$ cat src/rtl/pc_sequencer_pkg.sv
// Shared constants for the fetch PC sequencer: FSM state encoding,
// next-PC source selects and default address map.
package pc_sequencer_pkg;

  localparam logic RUN   = 1'b0;
  localparam logic REDIR = 1'b1;

  localparam logic [2:0] SRC_SEQ  = 3'd0;
  localparam logic [2:0] SRC_NPC  = 3'd1;
  localparam logic [2:0] SRC_EXC  = 3'd2;
  localparam logic [2:0] SRC_EPC  = 3'd3;
  localparam logic [2:0] SRC_HOLD = 3'd4;

  localparam logic [31:0] DEF_RESET_PC = 32'h0000_3000;
  localparam logic [31:0] DEF_EXC_PC   = 32'h0000_4180;
  localparam logic [31:0] DEF_IM_LO    = 32'h0000_3000;
  localparam logic [31:0] DEF_IM_HI    = 32'h0000_6ffc;

endpackage

$ cat src/rtl/pc_sequencer_range_check.sv
// Combinational address check: flags a word address that is misaligned
// or outside [LO, HI]. Also usable for the data-side address check.
module pc_range_check
  import pc_sequencer_pkg::*;
#(
  parameter logic [31:0] LO = DEF_IM_LO,
  parameter logic [31:0] HI = DEF_IM_HI
) (
  input  logic [31:0] addr,
  output logic        bad
);

  assign bad = (addr[1:0] != 2'b00) | (addr < LO) | (addr > HI);

endmodule

$ cat src/rtl/pc_sequencer.sv
// Fetch PC register with exception/eret/branch redirect priority and a
// one-cycle bubble after exception or eret redirects.
// Optional redirect counter enabled by defining PC_REDIR_CNT_EN.
//
// Handshake: there is no valid/ready pair here. stall is a level freeze
// from the hazard unit; exc_req and eret_req are single-cycle commit pulses
// that are always accepted, even while stalled, and assert flush in the
// same cycle. if_valid qualifies the instruction fetched at pc.
module pc_sequencer
  import pc_sequencer_pkg::*;
#(
  parameter logic [31:0] RESET_PC = DEF_RESET_PC,
  parameter logic [31:0] EXC_PC   = DEF_EXC_PC,
  parameter logic [31:0] IM_LO    = DEF_IM_LO,
  parameter logic [31:0] IM_HI    = DEF_IM_HI
) (
  input  logic        clk,
  input  logic        reset,
  input  logic        stall,
  input  logic        npc_take,
  input  logic [31:0] npc_target,
  input  logic        exc_req,
  input  logic        eret_req,
  input  logic [31:0] epc,
  output logic [31:0] pc,
  output logic        if_valid,
  output logic        flush,
  output logic        pc_adel,
  output logic [31:0] redir_cnt,
  output logic        dbg_state
);

  logic        state;
  logic        state_nxt;
  logic [2:0]  src;
  logic [31:0] pc_nxt;
  logic        range_bad;

  // Source selection; REDIR ignores npc_take since D is being flushed.
  always_comb begin
    src = SRC_SEQ;
    if (exc_req)              src = SRC_EXC;
    else if (eret_req)        src = SRC_EPC;
    else if (stall)           src = SRC_HOLD;
    else if (state == REDIR)  src = SRC_HOLD;
    else if (npc_take)        src = SRC_NPC;
  end

  always_comb begin
    pc_nxt = pc + 32'd4;
    case (src)
      SRC_NPC:  pc_nxt = npc_target;
      SRC_EXC:  pc_nxt = EXC_PC;
      SRC_EPC:  pc_nxt = epc & 32'hffff_fffc;
      SRC_HOLD: pc_nxt = pc;
      default:  pc_nxt = pc + 32'd4;
    endcase
  end

  always_comb begin
    state_nxt = RUN;
    if (exc_req || eret_req) state_nxt = REDIR;
    else if (stall)          state_nxt = state;
  end

  always_ff @(posedge clk or negedge reset) begin
    if (!reset) begin
      pc    <= RESET_PC;
      state <= RUN;
    end else begin
      pc    <= pc_nxt;
      state <= state_nxt;
    end
  end

  assign flush     = exc_req | eret_req;
  assign if_valid  = (state == RUN);
  assign dbg_state = state;

  pc_range_check #(.LO(IM_LO), .HI(IM_HI)) u_range (
    .addr (pc),
    .bad  (range_bad)
  );

  assign pc_adel = if_valid & range_bad;

`ifdef PC_REDIR_CNT_EN
  logic [31:0] cnt_q;
  logic        redir_load;

  assign redir_load = (src == SRC_EXC) | (src == SRC_EPC) | (src == SRC_NPC);

  always_ff @(posedge clk or negedge reset) begin
    if (!reset)
      cnt_q <= 32'h0;
    else if (redir_load && cnt_q != 32'hffff_ffff)
      cnt_q <= cnt_q + 32'd1;
  end

  assign redir_cnt = cnt_q;
`else
  assign redir_cnt = 32'h0;
`endif

endmodule

$ cat config.mk
export PLATFORM = sky130hd
export DESIGN_NAME = pc_sequencer
export DESIGN_NICKNAME = d
export VERILOG_FILES = /design/src/rtl/pc_sequencer_pkg.sv /design/src/rtl/pc_sequencer_range_check.sv /design/src/rtl/pc_sequencer.sv
export SDC_FILE = /design/constraint.sdc
export NUM_CORES = 1
export LEC_CHECK = 0
export BUFFER_PORTS_ARGS = -buffer_cell sky130_fd_sc_hd__buf_2
export CAP_MARGIN = 20
export CORE_MARGIN = 2
export CORE_UTILIZATION = 46
export DETAILED_ROUTE_END_ITERATION = 8
export PLACE_DENSITY_LB_ADDON = 0.2
export SYNTH_ARGS = -nofsm -noshare
export SYNTH_HDL_FRONTEND = slang
export SYNTH_SLANG_ARGS = --single-unit
$ cat constraint.sdc
create_clock -name clk -period 2.3 [get_ports clk]
set_input_delay 0.115 -clock clk [delete_from_list [all_inputs] [get_ports clk]]
set_output_delay 0.115 -clock clk [all_outputs]
set_load 0.005 [all_outputs]
After elaboration in Yosys (flattened, before gate mapping):

Cells that the tools add are included.
W data, S select, Z words.

* bits in registers: 33
* latch bits: 0
* RAM bits: 0
* bits in read-only memories: 0
* bits of input ports: 70
* output and inout bits: 68
* memories: 0

* add/sub/neg operators: 1
* multiply operators: 0
* div/mod/pow operators: 0
* magnitude comparators: 2
* eq/ne operators: 5
* shift-type cells: 0
* mux-type cells: 8
* bitwise operators: 5
* reduce and logical (&&, ||, !) cells: 2

Operators by type and width (number)
* $pmux W32 S4: 1
* $add A32 B3 Y32 const B: 1
* $gt A32 B15 Y1 const B: 1
* $lt A32 B14 Y1 const B: 1
* $mux W3: 4
* $eq A3 B2 Y1 const B: 2
* $eq A3 B1 Y1 const B: 1
* $eq A3 B3 Y1 const B: 1
* $mux W1: 3
* $or A1 B1 Y1: 3
* $ne A2 B1 Y1 const B: 1
* $reduce_bool A2 Y1: 1
* $and A1 B1 Y1: 1
* $logic_or A1 B1 Y1: 1
* $not A1 Y1: 1

Longest topological paths before layout:

Gate-level depths: netlist of the first run.

* word-level depth: 7
* gate-level depth with buffers: 7
* depth with buffers taken out: 6

Hierarchy:

A second synthesis of the first run with hierarchy kept.

* cells, all modules: 322
* area total of the unflattened synthesis: 2686.3 um^2

By module, submodules not included
* pc_sequencer: instances 1, cells an instance 313, area each 2631.3 um^2, sequential area each 828.3 um^2
* pc_range_check: instances 1, cells an instance 9, area each 55.1 um^2, sequential area each 0.0 um^2

Worst setup path after synthesis of the first run:

OpenSTA, ideal clock, no wires.

* path kind: register -> register
* from: register pc[12]
* to: register pc[25]
* library setup time: 135 ps
* data arrival time: 1652 ps
* data required time: 2165 ps
* path slack: 513 ps
* cell stages (with the launch flop): 7
* period minus slack after synthesis: 1787 ps
* cells stage by stage: dfstp_2 -> buf_4 -> nand4_2 -> nor4_4 -> and2_2 -> a31o_2 -> a2bb2oi_2

* longest elaborated chain between the ends: 2

RTL lines
* from (decl): line pc_sequencer.sv:25 `output logic [31:0] pc,`
* from (signal assigned): line pc_sequencer.sv:71 `pc <= pc_nxt;`
* $add A32 B3 Y32: line pc_sequencer.sv:56 `default: pc_nxt = pc + 32'd4;`
* $pmux W32 S4: line pc_sequencer.sv:51 `case (src)`

Every way passes these cells.
A chain may end at the register's enable or synchronous reset.

Worst setup path after layout of the first run:

* from: register state (netlist: dbg_state)
* to: register pc[23]

* longest elaborated chain between the ends: 6
* elaborated cells between the ends (all ways): 9

RTL lines
* from (decl): line pc_sequencer.sv:33 `logic state;`
* from (signal assigned): line pc_sequencer.sv:72 `state <= state_nxt;`
* $mux W3 *: line pc_sequencer.sv:45 `else if (state == REDIR) src = SRC_HOLD;`
* $mux W3 *: line pc_sequencer.sv:44 `else if (stall) src = SRC_HOLD;`
* $mux W3 *: line pc_sequencer.sv:43 `else if (eret_req) src = SRC_EPC;`
* $mux W3 *: line pc_sequencer.sv:42 `if (exc_req) src = SRC_EXC;`
* $eq A3 B3 Y1, or another cell as far along: line pc_sequencer.sv:51
* $pmux W32 S4: line pc_sequencer.sv:51

Every way passes the cells marked *; elsewhere a longest branch is shown, timed or not.

==> results of run 1 <==
-- critical path: cells and delay by family, from the launching register on --
kind                   cells  cell delay, ns
and+or+nand+nor            3            0.71
buffers and inverters      1            0.32
DFF                        1            0.44
AOI/OAI and AO/OA          2            0.37
-- cell usage in the layout, fill, tap and decap left out, drive strengths merged, types with 4 or more instances in the layout --
cell | Yosys | routed
a21oi | 20 | 20
nor2 | 19 | 19
a221oi | 15 | 15
nor4 | 6 | 6
dfrtp | 31 | 31
a22oi | 6 | 6
nand3 | 16 | 16
a221o | 4 | 4
a31oi | 6 | 6
conb | 1 | 32
inv | 8 | 8
and3 | 5 | 5
o21ai | 26 | 26
nand4 | 7 | 7
a22o | 7 | 7
clkbuf | 6 | 7
nor3 | 5 | 5
a2bb2oi | 13 | 13
buf | 44 | 114
nand2 | 27 | 27
-- final cells by class --
type / count / area (um^2) / share of cell area [%]
multi-input combinational: 244 / 1540 / 47.9
sequential: 33 / 828 / 25.8
timing repair buffer: 115 / 633 / 19.7
tap: 72 / 90.1 / 2.81
clock buffer: 7 / 86.3 / 2.69
inverter: 8 / 32.5 / 1.01
-- path summary, 6_finish.rpt --
check / cells past startpoint / start / slack [ns] / end
hold / removal: 2 / npc_target[0] / 0.04 / pc[0]$_DFFE_PN0P_
min in group asynchronous: 2 / reset / 0.45 / pc[9]$_DFFE_PN0P_
max in group asynchronous: 2 / reset / 1.34 / pc[1]$_DFFE_PN0P_
setup reg to reg: 6 / dbg_state$_DFFE_PN0P_ / 0.37 / pc[23]$_DFFE_PN0P_
hold reg to reg: 1 / pc[0]$_DFFE_PN0P_ / 0.53 / pc[0]$_DFFE_PN0P_
setup / recovery: 6 / dbg_state$_DFFE_PN0P_ / 0.37 / pc[23]$_DFFE_PN0P_
-- logic make-up (layout without fill, tap and decap cells) --
| family | after synthesis | count (layout) |
|---|---|---|
| and+or+nand+nor | 94 | 94 |
| AOI/OAI and AO/OA | 116 | 116 |
| DFF | 33 | 33 |
| xor gates and xnor gates | 1 | 1 |
| other | 1 | 32 |
| buffers and inverters | 58 | 130 |
| adders and majority gates | 1 | 1 |
-- per-stage QoR --
| stage | instance area [um^2] | power [mW] | utilization (%) | hold WS [ns] |
|---|---|---|---|---|
| after detailed placement | 3110 | 1.12 | 56.1 | 0.243 |
| after floorplan | 2760 | 0.965 | - | -0.181 |
| after CTS | 3210 | 1.57 | 57.9 | 0.0316 |
| after global placement | 3110 | 1.11 | 56.1 | 0.239 |
| after global routing | 3210 | 1.65 | 57.9 | 0.0494 |
| final | 3210 | 1.56 | 57.9 | 0.0400 |
-- flip-flops by register name, summed over array words and instances (netlist names) --
| name | flops |
|---|---|
| pc | 32 |
| dbg_state | 1 |
-- power groups by stage --
stage	Clock [mW]	Sequential, mW	Combinational [mW]
after global routing	0.486	0.739	0.426
after CTS	0.461	0.726	0.382
after detailed placement	0	0.736	0.379
after global placement	0	0.734	0.372
after floorplan	0	0.716	0.249
final	0.452	0.728	0.380
-- per-layer routing --
| metal | GRT usage, % | up-vias |
|---|---|---|
| met5 | 0 | - |
| li1 | - | 1309 |
| met3 | 4.41 | 10 |
| met4 | 7.80 | 0 |
| met1 | 31.1 | 1315 |
| met2 | 39.6 | 134 |
==> run metrics, run 1 <==
status=completed; asr flop ratio synth=100%; Syn-to-layout area delta=21.1%; Seq pwr share=46.7%; post-synthesis mux area share=0%; most frequent cell after synthesis=buf_4; synth cell count leaders=buf_4, dfrtp_1, nand2_1; Yosys cell types=57; sw power=0.498 mW; Total Wirelength=7440 um; wl on met1=3190 um; critical path type=reg -> reg; Wirelength per Cell=approximately 16 um; CP required=2.50 ns; largest incremental delay on the critical path=0.44 ns; H-tree Lvls=2; DRC=0; Clock Root Buffer=clkbuf_8; Die Height=79.9 um; PwrDens=around 490 nW/um^2; Slowest-stage cell, CP=dfrtp_1; Area contributors post-synth=dfrtp_1, buf_4, a221oi_1; Total Routing Usage GR=between 20% and 30%; Initial DRC Count=between 150 and 200; Final Hold Fails=0; #FFs+latches synth=33; Non-Filler Instances=479; initial antenna violation count=0; Net Sw Frac=31.9%; peak supply drop=0.245 mV; Post-Syn Area=2650 um^2; Synth area leader=dfrtp_1; GRT Residual Overflow=0; met2 wire length=3600 um; IO buf count=103; Final Cycle Share=83.9%; Placer Congestion=0.840; die area=6380 um^2; Post-Synth Adder-Cell Area=0.473%; Core ar.=5540 um^2; iteration count of the initial detailed-routing pass=5; CTS buffer count=5; Comb power frac=about a quarter; Least-Margin Pin Slew=around 0.80 ns; largest family of logic cells by synthesized area=compound AO/OA/AOI/OAI gates; RSZ-0062 raised after global routing=no; Crit. End Element=register; Highest Signal Layer=met4; clk_skew=0.00453 ns; initial core utilization=between 40% and 50%; Hold Path Class=in -> reg; Power Internal=around 1.1 mW; Max Cap Viol=0; # fillers=537; quantity of gates resized following cts=0; Place WS=about 0.40 ns; Die X=79.9 um; # diodes=0; number of setup buffers added after CTS=0; Std-Cell Rows=27; synth warn=0; most used flip-flop cell after synthesis=dfrtp_1; clock period minus worst slack=1.93 ns; cells after synthesis=304; clk_lat worst skew=0.29 ns; fmax=518 MHz; arrival time worst endpoint=2.13 ns; Slew Limit Fails=0; Routed Antenna Nets=0; cells along the critical path=or3b_4 > nor2_4 > buf_4 > a221o_1 > o22ai_1 > nor3_1; vias in the first global route=roughly 2,400; crit-path max FO=28; final setup vio count=0; clk buf depth=2; share of cells above drive strength 1=between 30 and 40%; simple-gate share of the synthesized area=approximately a fifth; critical path startpoint category=register; total placed cells including tap cells=471; XOR/XNOR share of the synthesized area=less than 1%; Clk pin slew, worst setup/hold paths=0.07 ns; area share of the largest cell type after synthesis=29.3%; sequential element share of the synthesized area=31.3%; first-pass GRT wire length=11,800 um; CTS Hold Bufs=1; Ports=138; Leak=1.53 nW; setup_tns=0 ns; Synth Area in Compound Gates=between 30% and 40%; Synth Area per Inst=8.71 um^2; Rel. slew slack=between 40% and 50%; CTS tree=done; largest net degree at the start of global routing=34; Layout Nets=around 480; Clock power frac=29.0%; fin worst setup slack=between 0.3 and 0.4 ns; DR vias/cell=~5.8; CTS Sinks=33; DR WL met3=540 um; total number of vias=2,768; Detailed Place HPWL=5390 um; EDFF count, synth=0
Note: power is estimated with default switching activity, not from simulation.
==> run 2, diff against run 1 <==
Settings changed: CORE_UTILIZATION 46 to 42.
Clock period 2.3 ns to 1.7 ns, I/O delays scaled along.
==> run 2 against run 1 <==
  * The flow now finishes with violations (setup timing)
  * First-iteration DRC count is 56% higher
  * Core utilization up 8.2 points
  * Clock power is 76% higher
  * Via count grew 11%
  * Combinational power rose by 110%
  * Setup slack lost 0.40 ns
  * Routed wire length increased by 23%
  * Flip-flop and latch count unchanged
==> run metrics, run 2 (synthesis gave the netlist of run 1 again) <==
Clock Root Buffer=clkbuf_8; Total Routing Usage GR=23.7% (-0.077 points); clock period minus worst slack=~1.7 ns; worst hold endpoint=pc[0]$_DFFE_PN0P_; Initial DRC Count=252 (+56%); Core ar.=5990 um^2 (+8.1%); Final Hold Fails=0 (unchanged); Place WS=-0.178 ns (-0.575 ns); most frequent cells in the layout=buf_2, buf_4, conb_1; largest net degree at the start of global routing=34 (unchanged); Routed Antenna Nets=0 (unchanged); fin worst setup slack=-0.0284 ns (-0.398 ns); CTS Sinks=33 (unchanged); Placer Congestion=0.854 (+1.6%); Total Wirelength=9160 um (+23%); worst r2r dst=pc[15]$_DFFE_PN0P_; commonest non-fill, non-tap cell in the layout=buf_2; critical path startpoint category=register; number of flip-flops in the largest register=32 (unchanged); Hold Path Class=in -> reg; initial core utilization=44.2% (-3.6 points); Syn-to-layout area delta=49.6%; iteration count of the initial detailed-routing pass=5 (unchanged); DR vias/cell=5.72 (-1.0%); final setup vio count=4 (+4); vias in the first global route=2,739 (+14%); GRT Residual Overflow=0 (unchanged); clk_lat worst skew=0.29 ns (about the same); Slew Limit Fails=0 (unchanged); Clk pin slew, worst setup/hold paths=0.07 ns (about the same); Ports=138 (unchanged); total number of vias=3,072 (+11%); RSZ-0062 raised after global routing=yes; die area=6950 um^2 (+9.0%); total power=2.53 mW (+62%); clk buf depth=2 (unchanged); crit-path max FO=7 (-75%); RR Startpoint=dbg_state$_DFFE_PN0P_; Least-Margin Pin Slew=0.836 ns (+0.0394 ns); CP required=1.62 ns (-0.88 ns); Die Height=83.4 um (+4.4%); # diodes=0 (unchanged); Std-Cell Rows=28 (+3.7%); Die X=83.4 um (+4.4%); Area after DPL=3390 um^2 (+9.1%); violations in the final reports=setup timing; Detailed Place HPWL=6150 um (+14%); peak supply drop=0.481 mV (+96%); Max Cap Viol=0 (unchanged); CTS tree=done; Leak=1.87 nW (+22%); R2R depth=7 (+1); Worst R2R Setup Slack=-0.01 ns (-0.38 ns); IO buf count=103 (unchanged); Wirelength per Cell=17.0 um (+9.8%); H-tree Lvls=2 (unchanged); Layout Nets=532 (+11%); # fillers=506 (-5.8%); fin area=3960 um^2 (+24%); Crit. End Element=primary output; hold_sp=npc_target[0]; DRC=0 (unchanged); clk_skew=0.00506 ns (+0.000524 ns); Worst Hold Path Cells=2 (unchanged); initial antenna violation count=0 (unchanged); share of cells above drive strength 1=50.4% (+15 points); arrival time worst endpoint=1.64 ns (-0.49 ns); status=finished with violations; first-pass GRT wire length=13,300 um (+13%); Rel. slew slack=44.2% (-2.7 points); CTS buffer count=5 (unchanged); critical path type=reg -> out; Final Cycle Share=102%; most flop-heavy register=pc; PwrDens=638 nW/um^2 (+31%); fmax=slightly below 600 MHz
[run 2: timing repair]
item	4_1_cts	5_1_grt
endpoints found under the hold margin	33	0
hold buffers	1	0
gates resized for setup	26	37
buffers inserted	11	4
cloned	1	2
pin swaps	27	17
endpoints found under the setup margin	28	30
[run 2: where the power goes]
| group | switching (mW) | internal [mW] | total (mW) |
|---|---|---|---|
| Clock | 0.319 | 0.478 | 0.797 |
| Combinational | 0.392 | 0.395 | 0.787 |
| Sequential | 0.0850 | 0.860 | 0.945 |
[run 2: worst max-delay path by stage]
stage | startpoint | to | slack (ns)
after floorplan | pc[12]$_DFFE_PN1P_ | pc[23]$_DFFE_PN0P_ | 0.04
after global placement | eret_req | pc[25]$_DFFE_PN0P_ | -0.13
after detailed placement | eret_req | pc[20]$_DFFE_PN0P_ | -0.18
after CTS | pc[28]$_DFFE_PN0P_ | pc_adel | -0.07
after global routing | pc[12]$_DFFE_PN1P_ | pc[25]$_DFFE_PN0P_ | -0.1
final | pc[27]$_DFFE_PN0P_ | pc_adel | -0.03
[run 2: stage by stage]
stage          std cells  hold slack (ns)  setup TNS (ns)  util [%]
2_1_floorplan        335           -0.211               0         -
3_3_place_gp         511           0.0596           -1.41      56.6
3_5_place_dp         511           0.0588           -2.34      56.6
4_1_cts              531          0.00101          -0.383      62.7
5_1_grt              537          0.00552          -0.946      66.1
6_report             537          0.00651         -0.0376      66.1
[run 2: cell type report]
cell class                 instances  area, um^2  share of cell area [%]
clock buffer                       7        86.3                    2.18
clock inverter                     1        30.0                   0.758
inverter                           8        32.5                   0.821
multi-input combinational        245        1770                    44.7
sequential                        33         832                    21.0
tap                               75        93.8                    2.37
timing repair buffer             168        1110                    28.1
[run 2: layer usage]
metal,routed length [um],vias up,track usage (%)
met5,0,-,0
met4,197,0,9.39
met3,628,19,3.78
met2,4540,152,38.9
met1,3790,1479,31.2
li1,-,1422,-
[run 2: critical path, stage by stage, from the launching register on]
cell and delay [ns]:
dfrtp_1 0.45, nor4_1 0.54, a41oi_1 0.19, buf_2 0.17
